<file path="src/rtl/sensor_pkg.sv">
// Shared types and sizes for the sensor capture path.
// Imported by the buffer and the capture controller.
package sensor_pkg;

    localparam int SENSOR_DEPTH = 64;
    localparam int SENSOR_DW    = 32;

    typedef enum logic [1:0] {
        IDLE,
        CAPTURE,
        FULL
    } sensor_state_e;

endpackage

</file>
<file path="src/rtl/sensor_buf.sv">
// Sample buffer: one write port, one registered read port.
// Storage is deliberately not reset; only the read register is.
module sensor_buf
    import sensor_pkg::*;
#(
    parameter int DEPTH = SENSOR_DEPTH
) (
    input  logic                     i_clk,
    input  logic                     i_rst_n,
    input  logic                     i_we,
    input  logic [$clog2(DEPTH)-1:0] i_waddr,
    input  logic [SENSOR_DW-1:0]     i_wdata,
    input  logic [$clog2(DEPTH)-1:0] i_raddr,
    output logic [SENSOR_DW-1:0]     o_rdata
);

    logic [SENSOR_DW-1:0] r_mem [DEPTH];
    logic [SENSOR_DW-1:0] r_rdata;

    // Write port; contents survive reset and clear.
    always_ff @(posedge i_clk) begin
        if (i_we) begin
            r_mem[i_waddr] <= i_wdata;
        end
    end

    // Registered read; a same-cycle write is seen next cycle.
    always_ff @(posedge i_clk or negedge i_rst_n) begin
        if (!i_rst_n) begin
            r_rdata <= '0;
        end else begin
            r_rdata <= r_mem[i_raddr];
        end
    end

    assign o_rdata = r_rdata;

endmodule

</file>
<file path="src/rtl/sensor_ctrl_rx.sv">
// Sensor capture controller: FSM, write pointer, sensor
// request and buffer-full interrupt around sensor_buf.
module sensor_ctrl_rx
    import sensor_pkg::*;
#(
    parameter int DEPTH = SENSOR_DEPTH
) (
    input  logic                     cpu_clk,
    input  logic                     cpu_rst_n,
    input  logic                     sctrl_en,
    input  logic                     sctrl_clear,
    input  logic [$clog2(DEPTH)-1:0] sctrl_addr,
    output logic [SENSOR_DW-1:0]     sctrl_out,
    output logic                     sctrl_interrupt,
    output logic                     sensor_en,
    input  logic                     sensor_ready,
    input  logic [SENSOR_DW-1:0]     sensor_out
);

    localparam int AW = $clog2(DEPTH);
    localparam logic [AW:0] LAST = (AW+1)'(DEPTH - 1);
    localparam logic [AW:0] ONE  = (AW+1)'(1);

    sensor_state_e r_state;
    sensor_state_e w_state_nxt;
    logic [AW:0]   r_wptr;
    logic [AW:0]   w_wptr_nxt;
    logic          r_sensor_en;
    logic          r_irq;
    logic          w_we;

    // Next state, write strobe and pointer update.
    always_comb begin
        w_state_nxt = r_state;
        w_wptr_nxt  = r_wptr;
        w_we        = (r_state == CAPTURE) && sensor_ready
                      && !sctrl_clear;
        if (w_we) begin
            w_wptr_nxt = r_wptr + ONE;
        end
        if (sctrl_clear) begin
            w_state_nxt = IDLE;
            w_wptr_nxt  = '0;
        end else begin
            case (r_state)
                IDLE: begin
                    if (sctrl_en) begin
                        w_state_nxt = CAPTURE;
                    end
                end
                CAPTURE: begin
                    if (w_we && (r_wptr == LAST)) begin
                        w_state_nxt = FULL;
                    end else if (!sctrl_en) begin
                        w_state_nxt = IDLE;
                    end
                end
                FULL: begin
                    w_state_nxt = FULL;
                end
                default: begin
                    w_state_nxt = IDLE;
                end
            endcase
        end
    end

    // State, pointer and registered outputs; outputs track the
    // state being entered so they change on the same edge.
    always_ff @(posedge cpu_clk or negedge cpu_rst_n) begin
        if (!cpu_rst_n) begin
            r_state     <= IDLE;
            r_wptr      <= '0;
            r_sensor_en <= 1'b0;
            r_irq       <= 1'b0;
        end else begin
            r_state     <= w_state_nxt;
            r_wptr      <= w_wptr_nxt;
            r_sensor_en <= (w_state_nxt == CAPTURE);
            r_irq       <= (w_state_nxt == FULL);
        end
    end

    assign sensor_en       = r_sensor_en;
    assign sctrl_interrupt = r_irq;

    sensor_buf #(
        .DEPTH(DEPTH)
    ) u_buf (
        .i_clk   (cpu_clk),
        .i_rst_n (cpu_rst_n),
        .i_we    (w_we),
        .i_waddr (r_wptr[AW-1:0]),
        .i_wdata (sensor_out),
        .i_raddr (sctrl_addr),
        .o_rdata (sctrl_out)
    );

endmodule

</file>
<file path="config.mk">
export PLATFORM = sky130hd
export DESIGN_NAME = sensor_ctrl_rx
export DESIGN_NICKNAME = d
export VERILOG_FILES = /design/src/rtl/sensor_pkg.sv /design/src/rtl/sensor_buf.sv /design/src/rtl/sensor_ctrl_rx.sv
export SDC_FILE = /design/constraint.sdc
export NUM_CORES = 2
export LEC_CHECK = 0
export ABC_AREA = 1
export ABC_CLOCK_PERIOD_IN_PS = 6100
export CORE_AREA = 2 2 449 318
export CTS_BUF_LIST = sky130_fd_sc_hd__clkbuf_8
export DETAILED_ROUTE_END_ITERATION = 7
export DIE_AREA = 0 0 451 320
export PLACE_DENSITY_LB_ADDON = 0.05
export SLEW_MARGIN = 20
export SYNTH_ARGS = -nofsm -noshare
export SYNTH_HDL_FRONTEND = slang
export SYNTH_HIERARCHICAL = 1
export SYNTH_SLANG_ARGS = --single-unit
</file>
<file path="constraint.sdc">
create_clock -name cpu_clk -period 6.1 [get_ports cpu_clk]
set_input_delay 1.22 -clock cpu_clk [delete_from_list [all_inputs] [get_ports cpu_clk]]
set_output_delay 1.22 -clock cpu_clk [all_outputs]
set_load 0.01 [all_outputs]
</file>
==> impl_metrics.env <==
export IMPL_finalCriticalPeriod_ps=3460
export IMPL_vias_per_cell=6.10
export IMPL_setup_viol=0
export IMPL_cp_slowest_stage_delay_ps=500
export IMPL_via_count=55400
export IMPL_power_density_nw_per_um2=305
export IMPL_yosysTopAreaCell="edfxtp_1"
export IMPL_syn_num_nets=6877
export IMPL_p_leak_nw=32.8
export IMPL_fmax_mhz=289
export IMPL_rsz0062_at_grt="false"
export IMPL_post_cts_resized=0
export IMPL_area_delta_synth_final_pct=10.3
export IMPL_ys_types=26
export IMPL_nNetsFinal=7010
export IMPL_hold_viol_final=0
export IMPL_yosysWarnings=6
export IMPL_routed_wl_mm=238
export IMPL_cts_buffers=322
export IMPL_synth_top_cells_by_area="edfxtp_1 (74%), nand3_1 (11%), nand2_1 (10%)"
export IMPL_layout_drive_gt1_share_pct=9.17
export IMPL_wire_per_inst_um=26.2
export IMPL_h_tree_depth=5
export IMPL_netlist_area_leader_share_pct=73.7
export IMPL_clkLatencyLatePin_ps=1050
export IMPL_final_antenna_net_count=0
export IMPL_antenna_found_initial=10
export IMPL_netlist_instances=6833
export IMPL_synth_seq_cells=2091
export IMPL_instances_no_fill=9081
export IMPL_r2r_start="r_wptr[3]"
export IMPL_slew_headroom_pct=23.3
export IMPL_fillers=10400
export IMPL_critPathArrivalTime_ps=4360
export IMPL_drt_iter0_drc=8146
export IMPL_root_buffer="clkbuf_8"
export IMPL_required_ps=7000
export IMPL_ys_seq_area_share_pct=75.0
export IMPL_coreArea_um2=140000
export IMPL_start_util_pct=59.7
export IMPL_min_path_type="primary input to async pin"
export IMPL_place_inst=8511
export IMPL_timing_hold_ws_ps=358
export IMPL_post_cts_buffers=0
export IMPL_place_congestion=0.854
export IMPL_clk_pin_slew_ps=60
export IMPL_timing_rr_end="u_buf/r_mem[3][1]"
export IMPL_status="completed"
export IMPL_die_h_um=320
export IMPL_worst_pin_slew_ps=1150
export IMPL_cts_hold_buf=0
export IMPL_overflow=0
export IMPL_cts_sinks=2091
export IMPL_reg2regPathDepth=4
export IMPL_postLayoutCoreUtil_pct=65.9
export IMPL_row_count=115
export IMPL_crit_type="primary input to flop"
export IMPL_worstPathCellList="buf_8 > inv_16 > buf_12 > nand2_1 > nand3_1 > nand3_1 > nand3_1 > nand3_1 > nand2_1 > nand2_1 > nand2_1"
export IMPL_critPathLaunchType="primary input"
export IMPL_syn_avg_cell_area_um2=12.2
export IMPL_fin_worst_skew_ps=55.1
export IMPL_dp_hpwl_mm=125
export IMPL_track_usage_pct=32.8
export IMPL_r2r_slack_ps=2670
export IMPL_cp_end_kind="flop"
export IMPL_synth_area_um2=83400
export IMPL_drc=0
export IMPL_grt_max_degree=194
export IMPL_cts_buffer_depth=4
export IMPL_cts_tree="built"
export IMPL_grt_pass1_vias=51900
export IMPL_period_share_pct=56.7
export IMPL_grt_pass1_wl_mm=347
export IMPL_portBuffers=76
export IMPL_dieArea_um2=144000
export IMPL_first_pass_iters=6
export IMPL_total_power_mw=28.0
export IMPL_die_x_um=451
export IMPL_slew_violations=0
export IMPL_io_pins=77
export IMPL_fin_tns_setup_ps=0
export IMPL_slowest_stage="buf_12"
export IMPL_worst_path_max_fanout=193
export IMPL_cap_violations=0
export IMPL_vdd_drop_max_mv=0.212
==> sequential cells by signal (all words and copies together), names as in the netlist <==
| register | flops |
|---|---|
| sensor_en | 1 |
| u_buf/r_mem | 2048 |
| r_wptr | 7 |
| sctrl_interrupt | 1 |
| r_state | 2 |
| u_buf/o_rdata | 32 |
==> critical path, delay by kind of cell <==
family	cells	cell delay (ps)
simple gates	8	1330
buf+inv	3	1300
==> cell usage in the layout (no fill, tap or decap), types with 2 or more instances in the layout <==
cell             instances
inv_1                  116
diode_2                 10
clkbuf_8               334
inv_8                    2
clkdlybuf4s50_1         37
nor2_1                   9
edfxtp_1              2048
clkinv_1                91
inv_6                    2
buf_8                    3
buf_12                  28
o31ai_1                  2
nand3_1               1914
inv_2                    2
nand2_1               2265
nor4_2                   8
buf_2                   34
clkinvlp_4               4
a31oi_1                  2
nand4_1                  9
buf_4                  149
dfrtp_1                 43
nor2_4                  57
nor2_2                   2
clkinv_2                23
buf_16                   7
==> cell type report <==
class / count / area [um2] / area share [%]
Multi-Input combinational cell: 4274 / 19000 / 20.7
Timing Repair Buffer: 259 / 2470 / 2.68
Clock buffer: 334 / 4600 / 5.00
Clock inverter: 223 / 886 / 0.963
Tap cell: 1872 / 2340 / 2.55
Sequential cell: 2091 / 62600 / 68.0
Inverter: 18 / 104 / 0.113
Antenna cell: 10 / 25.0 / 0.0272
==> cell families after synthesis <==
logic type	count (synthesis)	synth area share, %
adders and majority gates	1	0.0150
DFF	2091	75.0
AOI/OAI and AO/OA	7	0.0555
buffers and inverters	468	2.79
and+or+nand+nor	4266	22.1
==> power by group <==
part           total (mW)  leakage [nW]  internal, mW  switching, mW
Clock                10.3          3.19          5.05           5.28
Combinational        1.83          10.7         0.440           1.39
Sequential           15.9          18.9          15.8         0.0520
Total                28.0          32.8          21.3           6.72
==> cell usage after synthesis <==
cell type	count
inv_1	14
buf_6	3
a31oi_1	2
buf_1	41
o31ai_1	2
o21ai_0	1
buf_2	283
nor2_4	1
a21oi_2	1
nand4_1	9
inv_4	1
inv_2	3
edfxtp_1	2048
buf_8	2
dfrtp_1	43
nor4_1	8
nand3_2	1
nor2_1	65
clkbuf_1	76
buf_4	45
nand2_1	2265
ha_1	1
nand3_1	1914
nor2_2	2
nand3_4	1
a21oi_1	1
==> how the worst max path moves through the flow <==
stage	start	endpoint	depth (start not counted)
after floorplan	sensor_ready	u_buf/r_mem[48][0]	5
after global placement	sensor_ready	u_buf/r_mem[61][16]	7
after detailed placement	sensor_ready	u_buf/r_mem[61][31]	7
after CTS	u_buf/o_rdata[9]	sctrl_out[9]	1
after global routing	r_wptr[3]	u_buf/r_mem[3][1]	4
final	sctrl_addr[0]	u_buf/o_rdata[31]	11
==> metal layers <==
layer	share of wire [%]	vias up	track usage, %
li1	-	24700	-
met1	41	27100	49.0
met2	44	3211	47.6
met3	12	425	7.63
met4	3.2	2	11.5
met5	0.0055	-	0
==> through the flow <==
| stage | setup WS, ps | area (um2) |
|---|---|---|
| final | 2640 | 92000 |
| after global routing | 2630 | 92000 |
| after CTS | 2690 | 91900 |
| after detailed placement | 1710 | 86400 |
| after global placement | 1730 | 86200 |
| after floorplan | 500 | 83400 |
No activity file was read; power rests on OpenSTA's default activity.
